File: src/rtl/mux_share_arbiter_if.sv
// Handshake/bus bundle between the two producers, the shared arbiter and the
// downstream consumer. The arbiter takes the master view (it owns grants, select
// and the captured data); producers/consumer take the slave view.
interface mux_share_arbiter_if #(
  parameter int DATA_W = 4
);
  logic              req_a;
  logic [DATA_W-1:0] data_a;
  logic              req_b;
  logic [DATA_W-1:0] data_b;
  logic              gnt_a;
  logic              gnt_b;
  logic              sel;
  logic [DATA_W-1:0] data_out;
  logic              valid_out;

  modport master (
    input  req_a, data_a, req_b, data_b,
    output gnt_a, gnt_b, sel, data_out, valid_out
  );

  modport slave (
    output req_a, data_a, req_b, data_b,
    input  gnt_a, gnt_b, sel, data_out, valid_out
  );
endinterface

File: src/rtl/mux_share_arbiter.sv
// Two-requester round-robin arbiter sharing one registered DATA_W-bit datapath.
// A granted requester transfers one nibble per cycle while it keeps req high;
// after HOLD_CYCLES back-to-back transfers the grant moves to the other side if
// it is waiting, otherwise the burst simply continues.
module mux_share_arbiter #(
  parameter int DATA_W      = 4,
  parameter int HOLD_CYCLES = 4
) (
  input  logic                 clk,
  input  logic                 reset,
  mux_share_arbiter_if.master  bus
);

  typedef enum logic [1:0] {
    IDLE    = 2'd0,
    GRANT_A = 2'd1,
    GRANT_B = 2'd2
  } state_t;

  // Last transfer slot of a burst; counter wraps or hands over here.
  localparam logic [3:0] HOLD_LAST = 4'(HOLD_CYCLES - 1);

  state_t            state_q, state_d;
  logic              last_served_q, last_served_d;  // 0 = A, 1 = B
  logic [3:0]        hold_cnt_q, hold_cnt_d;
  logic              sel_q, sel_d;
  logic [DATA_W-1:0] data_out_q, data_out_d;
  logic              valid_out_q, valid_out_d;

  // State and datapath registers; reset makes A win the first tie.
  always_ff @(posedge clk) begin
    if (reset) begin
      state_q       <= IDLE;
      last_served_q <= 1'b1;
      hold_cnt_q    <= 4'd0;
      sel_q         <= 1'b0;
      data_out_q    <= '0;
      valid_out_q   <= 1'b0;
    end else begin
      state_q       <= state_d;
      last_served_q <= last_served_d;
      hold_cnt_q    <= hold_cnt_d;
      sel_q         <= sel_d;
      data_out_q    <= data_out_d;
      valid_out_q   <= valid_out_d;
    end
  end

  // Next grant, burst counting and bookkeeping on grant entry.
  always_comb begin
    state_d       = state_q;
    last_served_d = last_served_q;
    hold_cnt_d    = hold_cnt_q;
    sel_d         = sel_q;

    case (state_q)
      IDLE: begin
        if (bus.req_a && bus.req_b) begin
          state_d = last_served_q ? GRANT_A : GRANT_B;
        end else if (bus.req_a) begin
          state_d = GRANT_A;
        end else if (bus.req_b) begin
          state_d = GRANT_B;
        end
      end
      GRANT_A: begin
        if (bus.req_a) begin
          if (hold_cnt_q == HOLD_LAST) begin
            if (bus.req_b) begin
              state_d = GRANT_B;
            end else begin
              hold_cnt_d = 4'd0;
            end
          end else begin
            hold_cnt_d = hold_cnt_q + 4'd1;
          end
        end else begin
          state_d = bus.req_b ? GRANT_B : IDLE;
        end
      end
      GRANT_B: begin
        if (bus.req_b) begin
          if (hold_cnt_q == HOLD_LAST) begin
            if (bus.req_a) begin
              state_d = GRANT_A;
            end else begin
              hold_cnt_d = 4'd0;
            end
          end else begin
            hold_cnt_d = hold_cnt_q + 4'd1;
          end
        end else begin
          state_d = bus.req_a ? GRANT_A : IDLE;
        end
      end
      default: begin
        state_d = IDLE;
      end
    endcase

    // A fresh grant restarts the burst and steers the select line; sel is
    // left untouched when falling back to IDLE.
    if (state_d == GRANT_A && state_q != GRANT_A) begin
      sel_d         = 1'b0;
      last_served_d = 1'b0;
      hold_cnt_d    = 4'd0;
    end else if (state_d == GRANT_B && state_q != GRANT_B) begin
      sel_d         = 1'b1;
      last_served_d = 1'b1;
      hold_cnt_d    = 4'd0;
    end
  end

  // Grant decode and capture of the granted nibble on transfer cycles.
  always_comb begin
    data_out_d  = data_out_q;
    valid_out_d = 1'b0;
    if (state_q == GRANT_A && bus.req_a) begin
      data_out_d  = bus.data_a;
      valid_out_d = 1'b1;
    end else if (state_q == GRANT_B && bus.req_b) begin
      data_out_d  = bus.data_b;
      valid_out_d = 1'b1;
    end

    bus.gnt_a     = (state_q == GRANT_A);
    bus.gnt_b     = (state_q == GRANT_B);
    bus.sel       = sel_q;
    bus.data_out  = data_out_q;
    bus.valid_out = valid_out_q;
  end

endmodule

File: src/flat_wrapper.sv
// flat-port wrapper written by rule: the top's interface ports become plain ports
module mux_share_arbiter_flat 
#(
  parameter int DATA_W      = 4,
  parameter int HOLD_CYCLES = 4
)
  (clk, reset, bus_req_a, bus_data_a, bus_req_b, bus_data_b, bus_gnt_a, bus_gnt_b, bus_sel, bus_data_out, bus_valid_out);
  mux_share_arbiter_if #(.DATA_W(DATA_W)) bus_i ();
  input  logic clk;
  input  logic reset;
  input wire logic [$bits(bus_i.req_a)-1:0] bus_req_a;
  input wire logic [$bits(bus_i.data_a)-1:0] bus_data_a;
  input wire logic [$bits(bus_i.req_b)-1:0] bus_req_b;
  input wire logic [$bits(bus_i.data_b)-1:0] bus_data_b;
  output wire logic [$bits(bus_i.gnt_a)-1:0] bus_gnt_a;
  output wire logic [$bits(bus_i.gnt_b)-1:0] bus_gnt_b;
  output wire logic [$bits(bus_i.sel)-1:0] bus_sel;
  output wire logic [$bits(bus_i.data_out)-1:0] bus_data_out;
  output wire logic [$bits(bus_i.valid_out)-1:0] bus_valid_out;
  assign bus_i.req_a = bus_req_a;
  assign bus_i.data_a = bus_data_a;
  assign bus_i.req_b = bus_req_b;
  assign bus_i.data_b = bus_data_b;
  assign bus_gnt_a = bus_i.gnt_a;
  assign bus_gnt_b = bus_i.gnt_b;
  assign bus_sel = bus_i.sel;
  assign bus_data_out = bus_i.data_out;
  assign bus_valid_out = bus_i.valid_out;
  mux_share_arbiter #(.DATA_W(DATA_W), .HOLD_CYCLES(HOLD_CYCLES)) u_core (.clk(clk), .reset(reset), .bus(bus_i));
endmodule
File: config.mk
export PLATFORM = sky130hd
export DESIGN_NAME = mux_share_arbiter_flat
export DESIGN_NICKNAME = d
export VERILOG_FILES = /design/src/rtl/mux_share_arbiter_if.sv /design/src/rtl/mux_share_arbiter.sv /design/src/flat_wrapper.sv
export SDC_FILE = /design/constraint.sdc
export NUM_CORES = 1
export LEC_CHECK = 0
export ABC_CLOCK_PERIOD_IN_PS = 4800
export CORE_UTILIZATION = 50
export DETAILED_ROUTE_END_ITERATION = 10
export PLACE_DENSITY = 0.91
export SETUP_SLACK_MARGIN = 0.5
export SLEW_MARGIN = 20
export SYNTH_ARGS = -nofsm -noshare
export SYNTH_HDL_FRONTEND = slang
export SYNTH_SLANG_ARGS = --single-unit
File: constraint.sdc
create_clock -name clk -period 4.8 [get_ports clk]
set_input_delay 1.2 -clock clk [delete_from_list [all_inputs] [get_ports clk]]
set_output_delay 1.2 -clock clk [all_outputs]
set_load 0.005 [all_outputs]
==> impl_metrics.csv, run 1 <==
group,metric,value,unit
run_status,status,"finished, final reports clean",
cts,clock_latency,270,ps
layout,drive_above_1_share,10.00,%
layout,final_common_cell,"clkdlybuf4s50_1",
drt,postRouteAntennaNets,0,
power,power_density,301.7,nW/um^2
logic_synthesis,yosys.area.top_type_share,33.17,%
sta,report.final.setup_viol,0,
drt,dr.pass1.iters,4,
worst_hold_path,hold_class,"flop to flop",
logic_synthesis,synth-edff-count,0,
drt,via_per_inst,5.856,
grt,grt_start_max_net_pins,14,
critical_path,worstPathRequired,4970,ps
place,gp_congestion,0.8001,
cts,cts_hold_buf,0,
critical_path,path_class,"input pin to flop",
critical_path,rr_startpoint,"u_core.state_q[0]",
drt,drc,0,
run,cap_violations,0,
cts,cts_buffers,3,
critical_path,cp.arrival,3290,ps
floorplan,die_height,41.61,um
cts,post_cts_buffers,0,
place,dpl_cell_area,977.2,um^2
floorplan,core_area,1383,um^2
logic_synthesis,synthSimpleGateAreaFrac,28.87,%
critical_path,crit_fanout,13,
sta,maxSlewHeadroom,69.54,%
logic_synthesis,synth_top_family_by_area,"simple AND/OR/NAND/NOR gates",
cts,path_clk_slew,70,ps
place,numPortBuffers,19,
cts,cts_sinks,13,
critical_path,worst-path-stages,6,
place,hpwl,1456,um
grt,grt_pass1_wl,3070,um
logic_synthesis,async_reset_ff_share,0,%
sta,hold_ws,487.0,ps
critical_path,cpMaxStageDelayCell,"clkdlybuf4s50_1",
critical_path,crit_top_cell,"o21bai_1",
sta,fmax,320.7,MHz
logic_synthesis,yosysWarnings,0,
grt,overflow,0,
place,post-place-cells,121,
layout,syn_to_final_growth,27.91,%
layout,final_cell_area,1003,um^2
logic_synthesis,ys_seq_area_share,33.17,%
critical_path,critPathCaptureType,"flop",
logic_synthesis,syn_area_per_cell,8.621,um^2
sta,period_needed,3118,ps
floorplan,start_util,56.74,%
cts,clock_path_buffers,2,
critical_path,startpoint_type,"input pin",
cts,htree_levels,1,
drt,drt_wl_total,1891,um
cts,cts_root_buffer,"clkbuf_4",
drt,drt_iter0_drc,27,
layout,fin_util,72.58,%
logic_synthesis,synthTopCellsByArea,"dfxtp_1, ha_1, nor3_1, a311oi_1, nand3_1",
sta,tns,0,ps
floorplan,rows,13,
critical_path,r2r_end,"u_core.bus.sel",
floorplan,io_pins,20,
drt,vias,732,
logic_synthesis,synthDominantAreaCellType,"dfxtp_1",
sta,finClkSkew,0.6547,ps
cts,cts_tree,"built",
sta,finalCritPeriodShare,64.96,%
logic_synthesis,syn_nets,108,
layout,diodes,0,
logic_synthesis,syn_area,784.5,um^2
critical_path,rrSetupSlack,2600,ps
sta,drv_slew,0,
logic_synthesis,syn_inst,91,
logic_synthesis,synth_ff_type,"dfxtp_1",
layout,finalNetCount,128,
drt,routedWlPerCell,15.13,um
critical_path,crit_chain,"clkdlybuf4s50_1, o21bai_1, a21boi_0, or4_4, o21bai_1, o21ba_1",
grt,grtUsageTotal,23.01,%
critical_path,critical-path-top-delay-family,"compound AO/OA/AOI/OAI gates",
grt,grt_pass1_vias,706,
sta,hold_viol,0,
logic_synthesis,synth-xor-area-share,1.116,%
cts,cts_resized,0,
sta,tightest_slew,455.5,ps
floorplan,dieArea,1731,um^2
critical_path,crit_path_max_incr_delay,640,ps
critical_path,cp_num_buf_inv,1,
layout,final_cell_mix,"clkdlybuf4s50_1, dfxtp_1, nor3_1",
logic_synthesis,synthAdderAreaFrac,7.974,%
critical_path,critPathLaunch,"bus_req_b",
logic_synthesis,synthMuxAreaShare,2.552,%
sta,rsz0062_at_grt,"false",
logic_synthesis,ys_seq_elements,13,
power,p_leak,0.3697,nW
layout,fin_cells,125,
critical_path,crit_end,"u_core.bus.sel",
logic_synthesis,synth_cell_types,36,
logic_synthesis,synth_compound_area_share,21.85,%
critical_path,rr_worst_depth,7,
floorplan,dieWidth,41.61,um
power,ir_worst_vdd,0.2309,mV
grt,antenna_found_initial,0,
[synth_stat cells (2+ instances only)]
cell      instances
clkbuf_1          2
a21oi_1           4
dfxtp_1          13
ha_1              5
nor3_2            2
mux2i_1           2
nand3_1           7
and4bb_2          2
nor2_1            5
a311oi_1          4
o22ai_1           3
nor3_1            8
nand2_1           6
inv_1             5
o21bai_1          2
[flip-flops by register name, summed over array words and instances (netlist names)]
register / count
u_core.state_q: 2
u_core.bus.valid_out: 1
u_core.bus.sel: 1
u_core.last_served_q: 1
u_core.bus.data_out: 4
u_core.hold_cnt_q: 4
[cell families after synthesis]
logic type                 Yosys count
AOI/OAI and AO/OA                   23
adders and majority gates            5
DFF                                 13
buffers and inverters                9
xor gates and xnor gates             1
muxes                                2
and+or+nand+nor                     38
[area by class of cell]
| class | instances | area [um^2] |
|---|---|---|
| clock buffers | 4 | 26.28 |
| fillers | 104 | 379.1 |
| inverters | 5 | 18.77 |
| multi-input cells | 69 | 489.2 |
| flip-flops and latches | 13 | 260.3 |
| well taps | 15 | 18.77 |
| repair buffers | 19 | 190.2 |
[worst min path at each step]
| stage | startpoint | to | slack (ps) | depth (start not counted) |
|---|---|---|---|---|
| 6_report | u_core.bus.data_out[0] | u_core.bus.data_out[0] | 490 | 2 |
| 3_5_place_dp | u_core.bus.sel | u_core.bus.sel | 470 | 1 |
| 2_1_floorplan | u_core.bus.sel | u_core.bus.sel | 470 | 1 |
| 3_3_place_gp | u_core.bus.sel | u_core.bus.sel | 460 | 1 |
| 4_1_cts | u_core.bus.sel | u_core.bus.sel | 490 | 1 |
| 5_1_grt | u_core.bus.sel | u_core.bus.sel | 510 | 1 |
[worst reg2reg max path, stage by stage, from the launching register on]
cell and delay [ps]:
dfxtp_1 450, inv_1 130, ha_1 350, nand3_1 160, nor2_1 60, or4_4 420
o21bai_1 340, o21ba_1 200
[routing by layer]
| metal | part of all wire (%) | track usage, % | wire length [um] | vias to the layer above |
|---|---|---|---|---|
| li1 | - | - | - | 374 |
| met1 | 44 | 26.02 | 827 | 336 |
| met2 | 51 | 41.88 | 961 | 22 |
| met3 | 5.4 | 9.130 | 103 | 0 |
| met4 | 0 | 1.935 | 0 | 0 |
| met5 | 0 | 0 | 0 | - |
[per-stage QoR]
stage	power, mW	setup WS (ps)
finish	0.3027	1682
global route	0.3206	1549
CTS	0.3052	1697
detailed placement	0.2401	1400
global placement	0.2345	1549
floorplan	0.1982	2337
[power by group]
group | leakage (nW) | internal, mW | switching (mW)
logic | 0.249 | 0.0550 | 0.0525
clock network | 0.0150 | 0.0322 | 0.0327
registers | 0.106 | 0.120 | 0.00983
Power figures use the tool's default switching activity.
==> run 2: changes to the inputs <==
Settings changed: ABC_CLOCK_PERIOD_IN_PS 4800 to 2920, CORE_UTILIZATION 50 to 47, PLACE_DENSITY 0.91 to 0.87.
Clock period 4.8 ns to 2.92 ns, I/O delays scaled along.
==> run 2 against run 1 <==
Effect of this change: cell count increased by 2.4%; clock-buffer cell count did not move; register-to-register slack got worse by 1800 ps; non-clock buffer count up 2; worst hold slack got worse by 4.4 ps; setup slack worse by 1100 ps; sequential share of layout area shrank 0.94 points; die area grew 6.1%; critical path type is now flop to output port; critical endpoint is now bus_gnt_a.
==> impl_metrics.csv, run 2 (synthesis gave the netlist of run 1 again) <==
group,metric,value,unit
cts,htree_levels,1,
sta,fmax,432.1,MHz
run,cap_violations,0,
critical_path,crit_path_max_incr_delay,470,ps
floorplan,io_pins,20,
floorplan,core_area,1524,um^2
sta,report.final.setup_viol,0,
drt,via_per_inst,5.844,
cts,cts_resized,2,
place,gp_congestion,0.8094,
sta,tns,0,ps
critical_path,path_class,"flop to output port",
cts,clock_latency,280,ps
sta,rsz0062_at_grt,"false",
grt,overflow,0,
grt,grt_pass1_vias,710,
layout,final_cell_mix,"clkdlybuf4s50_1, dfxtp_1, nor3_1",
drt,dr.pass1.iters,4,
place,hpwl,1354,um
power,p_leak,0.3994,nW
power,power_density,488.9,nW/um^2
critical_path,crit_fanout,6,
drt,drt_iter0_drc,20,
run_status,status,"finished, final reports clean",
layout,fin_cells,128,
cts,path_clk_slew,80,ps
floorplan,dieWidth,42.86,um
place,post-place-cells,124,
layout,finalNetCount,130,
critical_path,crit_chain,"inv_1, ha_1, clkdlybuf4s50_1",
critical_path,cp_num_buf_inv,2,
sta,finClkSkew,11.40,ps
layout,final_common_cell,"clkdlybuf4s50_1",
floorplan,rows,14,
cts,cts_tree,"built",
sta,drv_slew,0,
critical_path,worstPathRequired,2190,ps
cts,cts_buffers,3,
layout,final_cell_area,1041,um^2
critical_path,startpoint_type,"flop",
grt,grtUsageTotal,20.76,%
cts,clock_path_buffers,2,
floorplan,start_util,51.48,%
grt,antenna_found_initial,0,
sta,period_needed,2314,ps
cts,cts_hold_buf,0,
drt,drt_wl_total,1822,um
power,p_total,0.5089,mW
critical_path,critical-path-top-delay-family,"buffers and inverters",
place,dpl_cell_area,993.5,um^2
grt,grt_pass1_wl,2891,um
sta,tightest_slew,411.1,ps
drt,routedWlPerCell,14.23,um
grt,grt_start_max_net_pins,11,
critical_path,critPathCaptureType,"output port",
layout,diodes,0,
critical_path,cp.arrival,1580,ps
sta,finalCritPeriodShare,79.26,%
layout,drive_above_1_share,13.39,%
sta,maxSlewHeadroom,72.44,%
cts,cts_sinks,13,
critical_path,cpMaxStageDelayCell,"dfxtp_1",
drt,postRouteAntennaNets,0,
drt,drc,0,
floorplan,dieArea,1837,um^2
cts,post_cts_buffers,0,
drt,vias,748,
layout,n_fill_cell,117,
power,ir_worst_vdd,0.3495,mV
worst_hold_path,hold_class,"flop to flop",
place,numPortBuffers,19,
floorplan,die_height,42.86,um
cts,cts_root_buffer,"clkbuf_4",
sta,hold_viol,0,
critical_path,rrSetupSlack,790,ps
layout,syn_to_final_growth,32.70,%
[run 2: cell types whose count changed in the layout (fill, tap and decap cells not counted)]
cell             delta
o21bai_2            +1
buf_4               +2
ha_4                +1
clkdlybuf4s50_1     -2
dlymetal6s2s_1      +2
ha_1                -1
o21bai_1            -1
[run 2: worst reg2reg max path: stages, from the launching register on]
cell and delay [ps]:
dfxtp_1 440, inv_1 150, ha_1 250, and2_1 170, a32o_1 220, or3_1 320, nor3_2 330, nor3_1 120
[run 2: layout make-up]
class	count	area [um^2]	share of cell area [%]
timing repair buffer	21	210.2	20.19
clock buffer	4	26.28	2.524
inverter	5	18.77	1.803
multi-input combinational	69	505.5	48.56
sequential	13	260.3	25.00
tap	16	20.02	1.923
[run 2: metrics by stage]
step / util (%) / hold WS, ps / setup WS (ps)
2_1_floorplan: - / 472.4 / 927.5
3_3_place_gp: 65.19 / 462.9 / 275.6
3_5_place_dp: 65.19 / 466.5 / 208.3
4_1_cts: 67.32 / 487.8 / 524.7
5_1_grt: 68.31 / 509.3 / 543.0
6_report: 68.31 / 482.7 / 605.6
[run 2: path summary, 6_finish.rpt]
path	cells past startpoint	startpoint	end
setup reg to reg	7	u_core.state_q[0]	u_core.hold_cnt_q[0]
hold / removal	1	u_core.bus.sel	u_core.bus.sel
hold reg to reg	1	u_core.bus.sel	u_core.bus.sel
setup / recovery	3	u_core.state_q[1]	bus_gnt_a
[run 2: per-layer routing]
layer  vias up  GRT usage, %  share of wire [%]
met4         0         5.625               0.71
li1        380             -                  -
met2        16         35.76                 50
met3         2         6.383                4.4
met5         -             0                  0
met1       350         24.61                 44
[run 2: where the power goes]
group          leakage (nW)  internal [mW]  total [mW]  switching, mW
Combinational         0.279         0.0958       0.185         0.0890
Clock                0.0150         0.0529       0.110         0.0569
Sequential            0.106          0.198       0.214         0.0164
==> run 3: changes to the inputs <==
Settings changed: ABC_CLOCK_PERIOD_IN_PS 2920 to 2300.
Clock period 2.92 ns to 2.3 ns, I/O delays scaled along.
==> run 3 against run 2 <==
Effect of this change: clock-buffer cell count did not move; die area did not move; sequential power rose by 29%; design area rose by 20%; utilization rose by 14 points; global-route usage rose by 4.1 points; combinational power rose by 86%; total power rose by 49%; sequential share of layout area fell by 3.4 points; highest routed layer unchanged; worst hold slack improved by 0.80 ps; flip-flop and latch count did not move; clock power rose by 25%.
==> impl_metrics.csv, run 3 (synthesis gave the netlist of run 1 again) <==
group,metric,value,unit
place,post-place-cells,128,
drt,drc,0,
worst_hold_path,worstHoldStart,"u_core.bus.sel",
cts,cts_hold_buf,0,
critical_path,cpMaxStageDelayCell,"or4_4",
run,cap_violations,0,
sta,finClkSkew,3.879,ps
worst_hold_path,hold_class,"flop to flop",
floorplan,core_area,1524,um^2
drt,via_per_inst,6.043,
sta,hold_viol,0,
floorplan,die_height,42.86,um
critical_path,rr_startpoint,"u_core.state_q[0]",
cts,htree_levels,1,
critical_path,worstPathRequired,2460,ps
layout,drive_above_1_share,38.40,%
sta,finalCritPeriodShare,85.02,%
grt,antenna_found_initial,0,
grt,grt_pass1_wl,3415,um
place,numPortBuffers,19,
layout,multi_input_area,599.3,um^2
grt,grtUsageTotal,24.87,%
power,p_leak,0.4754,nW
layout,diodes,0,
drt,dr.pass1.iters,4,
critical_path,crit_chain,"clkdlybuf4s15_2, o21bai_4, a21boi_2, or4_4, o21ai_1, or3b_1",
critical_path,startpoint_type,"input pin",
critical_path,path_class,"input pin to flop",
layout,final_common_cell,"clkdlybuf4s50_1",
sta,hold_ws,483.4,ps
place,dpl_cell_area,1052,um^2
floorplan,io_pins,20,
sta,rsz0062_at_grt,"true",
power,ir_worst_vdd,0.3458,mV
drt,routedWlPerCell,16.47,um
cts,cts_root_buffer,"clkbuf_4",
sta,period_needed,1955,ps
layout,n_fill_cell,90,
worst_hold_path,hold_end,"u_core.bus.sel",
drt,vias,852,
layout,final_cell_mix,"clkdlybuf4s50_1, buf_4, dfxtp_1",
worst_hold_path,whs_path_depth,1,
place,hpwl,1478,um
critical_path,crit_path_max_incr_delay,500,ps
sta,tns,0,ps
layout,ff_latch_area,270.3,um^2
power,power_density,603.9,nW/um^2
cts,clock_latency,270,ps
grt,overflow,0,
layout,syn_to_final_growth,59.65,%
critical_path,critPathLaunch,"bus_req_a",
cts,cts_tree,"built",
layout,fin_cells,141,
cts,path_clk_slew,70,ps
critical_path,cp.arrival,2110,ps
sta,maxSlewHeadroom,70.51,%
floorplan,start_util,51.48,%
grt,grt_pass1_vias,793,
sta,report.final.setup_viol,0,
cts,cts_sinks,13,
run_status,status,"finished, final reports clean",
sta,fmax,511.4,MHz
critical_path,rrSetupSlack,370,ps
drt,postRouteAntennaNets,0,
place,gp_congestion,0.8067,
critical_path,cp_num_buf_inv,1,
sta,tightest_slew,437.8,ps
layout,fin_util,82.18,%
drt,drt_wl_total,2322,um
sta,drv_slew,0,
critical_path,critical-path-top-delay-family,"simple AND/OR/NAND/NOR gates",
drt,drt_iter0_drc,15,
floorplan,dieArea,1837,um^2
floorplan,dieWidth,42.86,um
critical_path,critPathCaptureType,"flop",
layout,finalNetCount,143,
critical_path,rr_worst_depth,8,
grt,grt_start_max_net_pins,10,
critical_path,r2r_end,"u_core.last_served_q",
layout,final_cell_area,1252,um^2
critical_path,crit_fanout,8,
floorplan,rows,14,
cts,cts_buffers,3,
cts,clock_path_buffers,2,
[run 3: cell count changes in the layout (fill, tap and decap cells not counted), moves of 3 or more]
cell     previous run  this run
ha_4                1         4
ha_1                4         0
buf_6               0         3
buf_4               2        12
dfxtp_1            13         9
[run 3: routing by layer]
metal	part of all wire [%]	vias up	GRT usage, %
met5	0	-	0
met4	1.5	0	13.75
met3	2.7	6	6.809
met2	50	16	40.30
met1	45	419	29.24
li1	-	411	-
[run 3: worst max path at each step]
stage	end	cells past startpoint
floorplan	u_core.last_served_q	5
global placement	u_core.last_served_q	6
detailed placement	u_core.last_served_q	6
CTS	u_core.last_served_q	6
global route	u_core.last_served_q	6
finish	u_core.last_served_q	6
[run 3: area by class of cell]
cell class	count	share of cell area, %
clock buffers	4	2.098
inverters	5	2.098
multi-input cells	69	47.85
flip-flops and latches	13	21.58
well taps	16	1.598
repair buffers	34	24.78
[run 3: power by group]
| group | switching [mW] | total [mW] | leakage, nW | internal [mW] |
|---|---|---|---|---|
| clock | 0.0694 | 0.137 | 0.0150 | 0.0673 |
| combinational | 0.159 | 0.345 | 0.352 | 0.186 |
| sequential | 0.0206 | 0.275 | 0.108 | 0.254 |
| total | 0.249 | 0.756 | 0.475 | 0.508 |
[run 3: per-stage QoR]
stage | power, mW | setup slack [ps]
finish | 0.7564 | 344.5
global route | 0.7932 | 350.1
CTS | 0.7108 | 428.8
detailed placement | 0.5273 | -209.0
global placement | 0.5185 | -156.2
floorplan | 0.4308 | 485.8
[run 3: repair_timing]
action | in CTS | in global routing
setup buffers | 8 | 1
pin swaps | 5 | 6
setup endpoints to repair | 9 | 7
cloned | 0 | 0
gates resized for setup | 23 | 14
